==> config.mk <==
export PLATFORM = sky130hd
export DESIGN_NAME = mcy_mutsel_ctrl_flat
export DESIGN_NICKNAME = d
export VERILOG_FILES = /design/src/rtl/mcy_mutsel_ctrl_pkg.sv /design/src/rtl/mcy_mutsel_ctrl_if.sv /design/src/rtl/mcy_mutsel_ctrl_sat_counter.sv /design/src/rtl/mcy_mutsel_ctrl.sv /design/src/flat_wrapper.sv
export SDC_FILE = /design/constraint.sdc
export NUM_CORES = 1
export LEC_CHECK = 0
export ABC_AREA = 0
export CORE_AREA = 2 2 126 128
export CTS_CLUSTER_SIZE = 8
export DETAILED_ROUTE_END_ITERATION = 16
export DIE_AREA = 0 0 128 130
export HOLD_SLACK_MARGIN = 0.12
export PLACE_DENSITY = 0.72
export SETUP_SLACK_MARGIN = 0.15
export SLEW_MARGIN = 0
export SYNTH_ARGS = -nofsm -noshare
export SYNTH_HDL_FRONTEND = slang
export SYNTH_SLANG_ARGS = --single-unit
==> constraint.sdc <==
create_clock -name clk -period 4.3 [get_ports clk]
set_input_delay 0.43 -clock clk [delete_from_list [all_inputs] [get_ports clk]]
set_output_delay 0.43 -clock clk [all_outputs]
set_load 0.01 [all_outputs]
==> src/rtl/mcy_mutsel_ctrl_pkg.sv <==
// Shared types and constants for the MCY decoder mutation-select controller.
package mcy_pkg;

  typedef enum logic [1:0] {
    IDLE,
    ARM,
    ACTIVE,
    DONE
  } mcy_state_e;

  localparam logic [7:0] MUTSEL_NONE = 8'd0;
  localparam int         MCY_CNT_W   = 16;

  typedef struct packed {
    logic                 killed;
    logic [MCY_CNT_W-1:0] first_mis_insn;
    logic [MCY_CNT_W-1:0] mis_cnt;
  } mcy_verdict_t;

endpackage

==> src/rtl/mcy_mutsel_ctrl_if.sv <==
// Sequencer/decoder-pair bundle for the mutation-select controller.
// The master side is the bench sequencer, the slave side is the controller.
interface mcy_mutsel_ctrl_if #(
  parameter int SIG_W = 128,
  parameter int CNT_W = 16
);

  logic             req_valid_i;
  logic [7:0]       req_idx_i;
  logic             req_ready_o;
  logic             id_busy_i;
  logic             dec_valid_i;
  logic [SIG_W-1:0] sig_golden_i;
  logic [SIG_W-1:0] sig_mutant_i;
  logic             abort_i;
  logic [7:0]       mutsel_o;
  logic             run_active_o;
  logic             done_o;
  logic             killed_o;
  logic [CNT_W-1:0] first_mis_insn_o;
  logic [CNT_W-1:0] insn_cnt_o;
  logic [CNT_W-1:0] mis_cnt_o;

  modport master (
    output req_valid_i, req_idx_i, id_busy_i, dec_valid_i,
           sig_golden_i, sig_mutant_i, abort_i,
    input  req_ready_o, mutsel_o, run_active_o, done_o, killed_o,
           first_mis_insn_o, insn_cnt_o, mis_cnt_o
  );

  modport slave (
    input  req_valid_i, req_idx_i, id_busy_i, dec_valid_i,
           sig_golden_i, sig_mutant_i, abort_i,
    output req_ready_o, mutsel_o, run_active_o, done_o, killed_o,
           first_mis_insn_o, insn_cnt_o, mis_cnt_o
  );

endinterface

==> src/rtl/mcy_mutsel_ctrl_sat_counter.sv <==
// Saturating up-counter with synchronous clear; clear has priority over count.
module mcy_sat_counter #(
  parameter int CNT_W = 16
) (
  input  logic             clk,
  input  logic             rst_n,
  input  logic             clr,
  input  logic             en,
  output logic [CNT_W-1:0] cnt
);

  always_ff @(posedge clk or negedge rst_n) begin
    if (!rst_n) begin
      cnt <= '0;
    end else if (clr) begin
      cnt <= '0;
    end else if (en && (cnt != '1)) begin
      cnt <= cnt + CNT_W'(1);
    end
  end

endmodule

==> src/rtl/mcy_mutsel_ctrl.sv <==
// Mutation-run sequencer: applies the mutation select at an instruction boundary,
// compares golden vs mutant decode signatures and reports a killed/survived verdict.
module mcy_mutsel_ctrl #(
  parameter int SIG_W     = 128,
  parameter int MAX_INSNS = 4096,
  parameter int CNT_W     = 16
) (
  input logic              clk,
  input logic              rst_n,
  mcy_mutsel_ctrl_if.slave bus
);

  import mcy_pkg::*;

  localparam logic [CNT_W-1:0] LAST_INSN = CNT_W'(MAX_INSNS - 1);

  mcy_state_e       state;
  logic [7:0]       pending_idx;
  logic [SIG_W-1:0] sig_diff;
  logic             accept;
  logic             abort_run;
  logic             count_en;
  logic             mismatch;
  logic             hit_max;
  logic             finish_run;

  // Early exit on the first kill means any mismatch seen in ACTIVE is the first one.
  assign sig_diff   = bus.sig_golden_i ^ bus.sig_mutant_i;
  assign accept     = bus.req_valid_i && bus.req_ready_o;
  assign abort_run  = bus.abort_i && ((state == ARM) || (state == ACTIVE));
  assign count_en   = (state == ACTIVE) && bus.dec_valid_i && !bus.abort_i;
  assign mismatch   = count_en && (|sig_diff);
  assign hit_max    = count_en && (bus.insn_cnt_o == LAST_INSN);
  assign finish_run = abort_run || mismatch || hit_max;

  always_ff @(posedge clk or negedge rst_n) begin
    if (!rst_n) begin
      state                <= IDLE;
      pending_idx          <= MUTSEL_NONE;
      bus.mutsel_o         <= MUTSEL_NONE;
      bus.req_ready_o      <= 1'b1;
      bus.run_active_o     <= 1'b0;
      bus.done_o           <= 1'b0;
      bus.killed_o         <= 1'b0;
      bus.first_mis_insn_o <= '0;
    end else begin
      bus.done_o <= 1'b0;
      if (accept) begin
        state                <= ARM;
        pending_idx          <= bus.req_idx_i;
        bus.req_ready_o      <= 1'b0;
        bus.run_active_o     <= 1'b1;
        bus.killed_o         <= 1'b0;
        bus.first_mis_insn_o <= '0;
      end else if (finish_run) begin
        state            <= DONE;
        bus.mutsel_o     <= MUTSEL_NONE;
        bus.req_ready_o  <= 1'b1;
        bus.run_active_o <= 1'b0;
        bus.done_o       <= 1'b1;
        if (mismatch) begin
          bus.killed_o         <= 1'b1;
          bus.first_mis_insn_o <= bus.insn_cnt_o;
        end
      end else if ((state == ARM) && !bus.id_busy_i) begin
        // Select only moves between instructions; compare starts the cycle after.
        state        <= ACTIVE;
        bus.mutsel_o <= pending_idx;
      end
    end
  end

  mcy_sat_counter #(.CNT_W(CNT_W)) u_insn_cnt (
    .clk   (clk),
    .rst_n (rst_n),
    .clr   (accept),
    .en    (count_en),
    .cnt   (bus.insn_cnt_o)
  );

  mcy_sat_counter #(.CNT_W(CNT_W)) u_mis_cnt (
    .clk   (clk),
    .rst_n (rst_n),
    .clr   (accept),
    .en    (mismatch),
    .cnt   (bus.mis_cnt_o)
  );

endmodule

==> src/flat_wrapper.sv <==
// flat-port wrapper written by rule: the top's interface ports become plain ports
module mcy_mutsel_ctrl_flat import mcy_pkg::*;
#(
  parameter int SIG_W     = 128,
  parameter int MAX_INSNS = 4096,
  parameter int CNT_W     = 16
)
  (clk, rst_n, bus_req_valid_i, bus_req_idx_i, bus_id_busy_i, bus_dec_valid_i, bus_sig_golden_i, bus_sig_mutant_i, bus_abort_i, bus_req_ready_o, bus_mutsel_o, bus_run_active_o, bus_done_o, bus_killed_o, bus_first_mis_insn_o, bus_insn_cnt_o, bus_mis_cnt_o);
  mcy_mutsel_ctrl_if #(.SIG_W(SIG_W), .CNT_W(CNT_W)) bus_i ();
  input logic clk;
  input logic rst_n;
  input wire logic [$bits(bus_i.req_valid_i)-1:0] bus_req_valid_i;
  input wire logic [$bits(bus_i.req_idx_i)-1:0] bus_req_idx_i;
  input wire logic [$bits(bus_i.id_busy_i)-1:0] bus_id_busy_i;
  input wire logic [$bits(bus_i.dec_valid_i)-1:0] bus_dec_valid_i;
  input wire logic [$bits(bus_i.sig_golden_i)-1:0] bus_sig_golden_i;
  input wire logic [$bits(bus_i.sig_mutant_i)-1:0] bus_sig_mutant_i;
  input wire logic [$bits(bus_i.abort_i)-1:0] bus_abort_i;
  output wire logic [$bits(bus_i.req_ready_o)-1:0] bus_req_ready_o;
  output wire logic [$bits(bus_i.mutsel_o)-1:0] bus_mutsel_o;
  output wire logic [$bits(bus_i.run_active_o)-1:0] bus_run_active_o;
  output wire logic [$bits(bus_i.done_o)-1:0] bus_done_o;
  output wire logic [$bits(bus_i.killed_o)-1:0] bus_killed_o;
  output wire logic [$bits(bus_i.first_mis_insn_o)-1:0] bus_first_mis_insn_o;
  output wire logic [$bits(bus_i.insn_cnt_o)-1:0] bus_insn_cnt_o;
  output wire logic [$bits(bus_i.mis_cnt_o)-1:0] bus_mis_cnt_o;
  assign bus_i.req_valid_i = bus_req_valid_i;
  assign bus_i.req_idx_i = bus_req_idx_i;
  assign bus_i.id_busy_i = bus_id_busy_i;
  assign bus_i.dec_valid_i = bus_dec_valid_i;
  assign bus_i.sig_golden_i = bus_sig_golden_i;
  assign bus_i.sig_mutant_i = bus_sig_mutant_i;
  assign bus_i.abort_i = bus_abort_i;
  assign bus_req_ready_o = bus_i.req_ready_o;
  assign bus_mutsel_o = bus_i.mutsel_o;
  assign bus_run_active_o = bus_i.run_active_o;
  assign bus_done_o = bus_i.done_o;
  assign bus_killed_o = bus_i.killed_o;
  assign bus_first_mis_insn_o = bus_i.first_mis_insn_o;
  assign bus_insn_cnt_o = bus_i.insn_cnt_o;
  assign bus_mis_cnt_o = bus_i.mis_cnt_o;
  mcy_mutsel_ctrl #(.SIG_W(SIG_W), .MAX_INSNS(MAX_INSNS), .CNT_W(CNT_W)) u_core (.clk(clk), .rst_n(rst_n), .bus(bus_i));
endmodule
==> reports/results.tsv <==
stage	metric	value	unit
worst_setup_path	startpoint_type	primary input	
routing	drt_pre_antenna_iters	5	
routing	ant_nets	0	
worst_setup_path	r2r-start	u_core.state[0]	
logic_synthesis	synth_seq_area_share	37.33	%
timing	setup_viol	0	
cells_and_area	n_fill_cell	1449	
logic_synthesis	netlist_instances	504	
cts	htree_levels	3	
logic_synthesis	synth_edf_count	0	
grt	grt_use_total	23.49	%
logic_synthesis	syn_area	4696	um2
cts	holdBufCountCts	0	
floorplanning	rows	46	
cts	clk_pin_slew_worst_paths	60	ps
worst_setup_path	critPathBufInv	1	
grt	grt_pass1_vias	4898	
cts	clock-root-buffer	clkbuf_16	
cells_and_area	layout-drive-gt1-share	3.717	%
cts	clk_latency	330	ps
power	ir_drop	249.5	uV
routing	drt_iter0_drc	260	
grt	grt_max_degree	48	
logic_synthesis	yosys_warnings	0	
floorplanning	start_util	30.44	%
timing	slew_violations	0	
logic_synthesis	synth_area_leader_cell	dfrtp_1	
timing	finalHoldViolCount	0	
grt	grt_overflow	0	
cts	clock_path_buffers	2	
routing	drc	0	
timing	worst_pin_slew	1071	ps
floorplanning	die_w	128	um
worst_setup_path	crit_family	simple AND/OR/NAND/NOR gates	
logic_synthesis	synth-seq-cells	70	
timing	finalWorstSetupSlack	1211	ps
floorplanning	io_pins	330	
power	finalPower	2.501	mW
cts	cts_tree	built	
cells_and_area	area.growth.synth_to_final	80.34	%
cts	numClockSinks	70	
timing	rsz0062_at_grt	no	
logic_synthesis	yosysUniqueCellTypes	45	
worst_setup_path	path_max_fanout	41	
logic_synthesis	synth_area_leaders	dfrtp_1, xnor2_1, nand4_1	
place	dpl_worst_slack	860.1	ps
worst_setup_path	crit_top_cell	nand4_1	
place	gp_congestion	0.8685	
floorplanning	die_h	130	um
worst_setup_path	crit_type	in -> reg	
timing	whs	302.7	ps
worst_setup_path	cp.arrival	3350	ps
cts	cts_buffers	9	
grt	grt_pass1_wl	28.77	mm
job	cap_violations	0	
run_status	status	complete, no violations	
worst_setup_path	end_kind	register	
cts	cts.repair.resized	0	
floorplanning	die_area	16640	um2
logic_synthesis	synth_ff_type	dfrtp_1	
place	io_buffers	329	
timing	skew	4.085	ps
timing	max_freq	323.8	MHz
worst_setup_path	required	4570	ps
logic_synthesis	avgSynthCellArea	9.317	um2
timing	tns	0	ps
routing	route.detailed.vias_per_inst	4.809	
routing	routed_wl	19.68	mm
grt	antenna_found_initial	11	
cells_and_area	fin_nets	1103	
routing	vias	4968	
worst_setup_path	crit_chain	clkdlybuf4s50_1 > xnor2_1 > nand4_1 > nor4_1 > nand4_1 > o21a_2 > nor2_2 > a32o_1	
worst_setup_path	critPathSlowestCell	o21a_2	
timing	finalCritPeriodShare	71.83	%
floorplanning	coreArea	15420	um2
cts	cts_setup_buffers	0	
logic_synthesis	async_flop_share	100.0	%
logic_synthesis	synth_top_cells_by_count	xnor2_1, dfrtp_1, nand2_1, nor2_1, nand4_1	
worst_setup_path	critPathLaunch	bus_sig_mutant_i[6]	
timing	fin_crit	3089	ps
power	power_density	295.4	nW/um2
timing	slew_headroom	28.58	%
worst_hold_path	hp-class	in -> async	
worst_setup_path	slowest_delay	610	ps
logic_synthesis	yosysMostFrequentCell	xnor2_1	
logic_synthesis	synth_top_area_share	36.77	%
logic_synthesis	syn_nets	778	
power	p_leak	3.207	nW
routing	routedWlPerCell	19.05	um
place	dpl.hpwl	16.51	mm
-- sequential cells by signal, indices dropped and copies added, names as in the netlist --
register                     cells
u_core.bus.killed_o              1
u_core.u_insn_cnt.cnt           16
u_core.bus.run_active_o          1
u_core.bus.mutsel_o              8
u_core.state                     2
u_core.pending_idx               8
u_core.bus.req_ready_o           1
u_core.bus.done_o                1
u_core.bus.first_mis_insn_o     16
u_core.u_mis_cnt.cnt            16
-- layer usage --
| metal | global-route usage, % | wire length [um] | part of all wire (%) |
|---|---|---|---|
| met1 | 30.12 | 8549 | 43 |
| met2 | 37.02 | 8918 | 45 |
| met3 | 11.07 | 2001 | 10 |
| met4 | 3.685 | 144 | 0.73 |
| met5 | 0 | 65 | 0.33 |
-- through the flow --
| step | instances | instance area [um2] | utilization, % |
|---|---|---|---|
| after detailed placement | 1010 | 8150 | 52.84 |
| after global routing | 1026 | 8451 | 54.79 |
| after CTS | 1026 | 8451 | 54.79 |
| after floorplan | 504 | 4696 | - |
| after global placement | 1010 | 8150 | 52.84 |
| final | 1033 | 8468 | 54.90 |
-- path summary, 6_finish.rpt --
check	endpoint	slack (ps)	cells past startpoint
min reg2reg	u_core.pending_idx[1]	480	2
max reg2reg	u_core.bus.mutsel_o[0]	1710	7
min	u_core.bus.mutsel_o[0]	300	1
max in group asynchronous	u_core.bus.first_mis_insn_o[1]	3080	2
min in group clk	u_core.pending_idx[1]	480	2
max	u_core.bus.mutsel_o[0]	1210	8
-- cells by family after synthesis --
family,Yosys count,share of synthesized area [%]
and+or+nand+nor,195,20.73
xor gates and xnor gates,140,26.11
DFF,70,37.33
AOI/OAI and AO/OA,52,8.340
buffers and inverters,25,2.585
muxes,18,3.837
adders and majority gates,4,1.066
-- layout make-up --
type                       instances  area [um2]  share of cell area, %
antenna                            7       17.52                 0.2069
timing repair buffer             331        3303                  39.01
tap                              192       240.2                  2.837
multi-input combinational        409        2824                  33.35
clock inverter                     6       61.31                 0.7240
sequential                        70        1753                  20.70
clock buffer                      10       239.0                  2.822
inverter                           8       30.03                 0.3546
-- placed cells by master, fill, tap and decap left out, drive strengths merged, types with 8 or more instances in the layout --
cell type / count
a31oi: 8
and3: 9
xnor2: 136
dfrtp: 69
nor4: 11
a21oi: 13
nand3: 8
nor2: 51
nand2: 50
nand4: 38
clkdlybuf4s50: 328
clkbuf: 10
a32o: 8
mux2i: 18
inv: 8
-- power breakdown --
| group | leakage, nW | internal (mW) | total (mW) | switching, mW |
|---|---|---|---|---|
| clock network | 0.148 | 0.462 | 0.743 | 0.281 |
| logic | 2.11 | 0.519 | 0.909 | 0.390 |
| registers | 0.947 | 0.773 | 0.850 | 0.0766 |
Note: power is estimated with default switching activity, not from simulation.
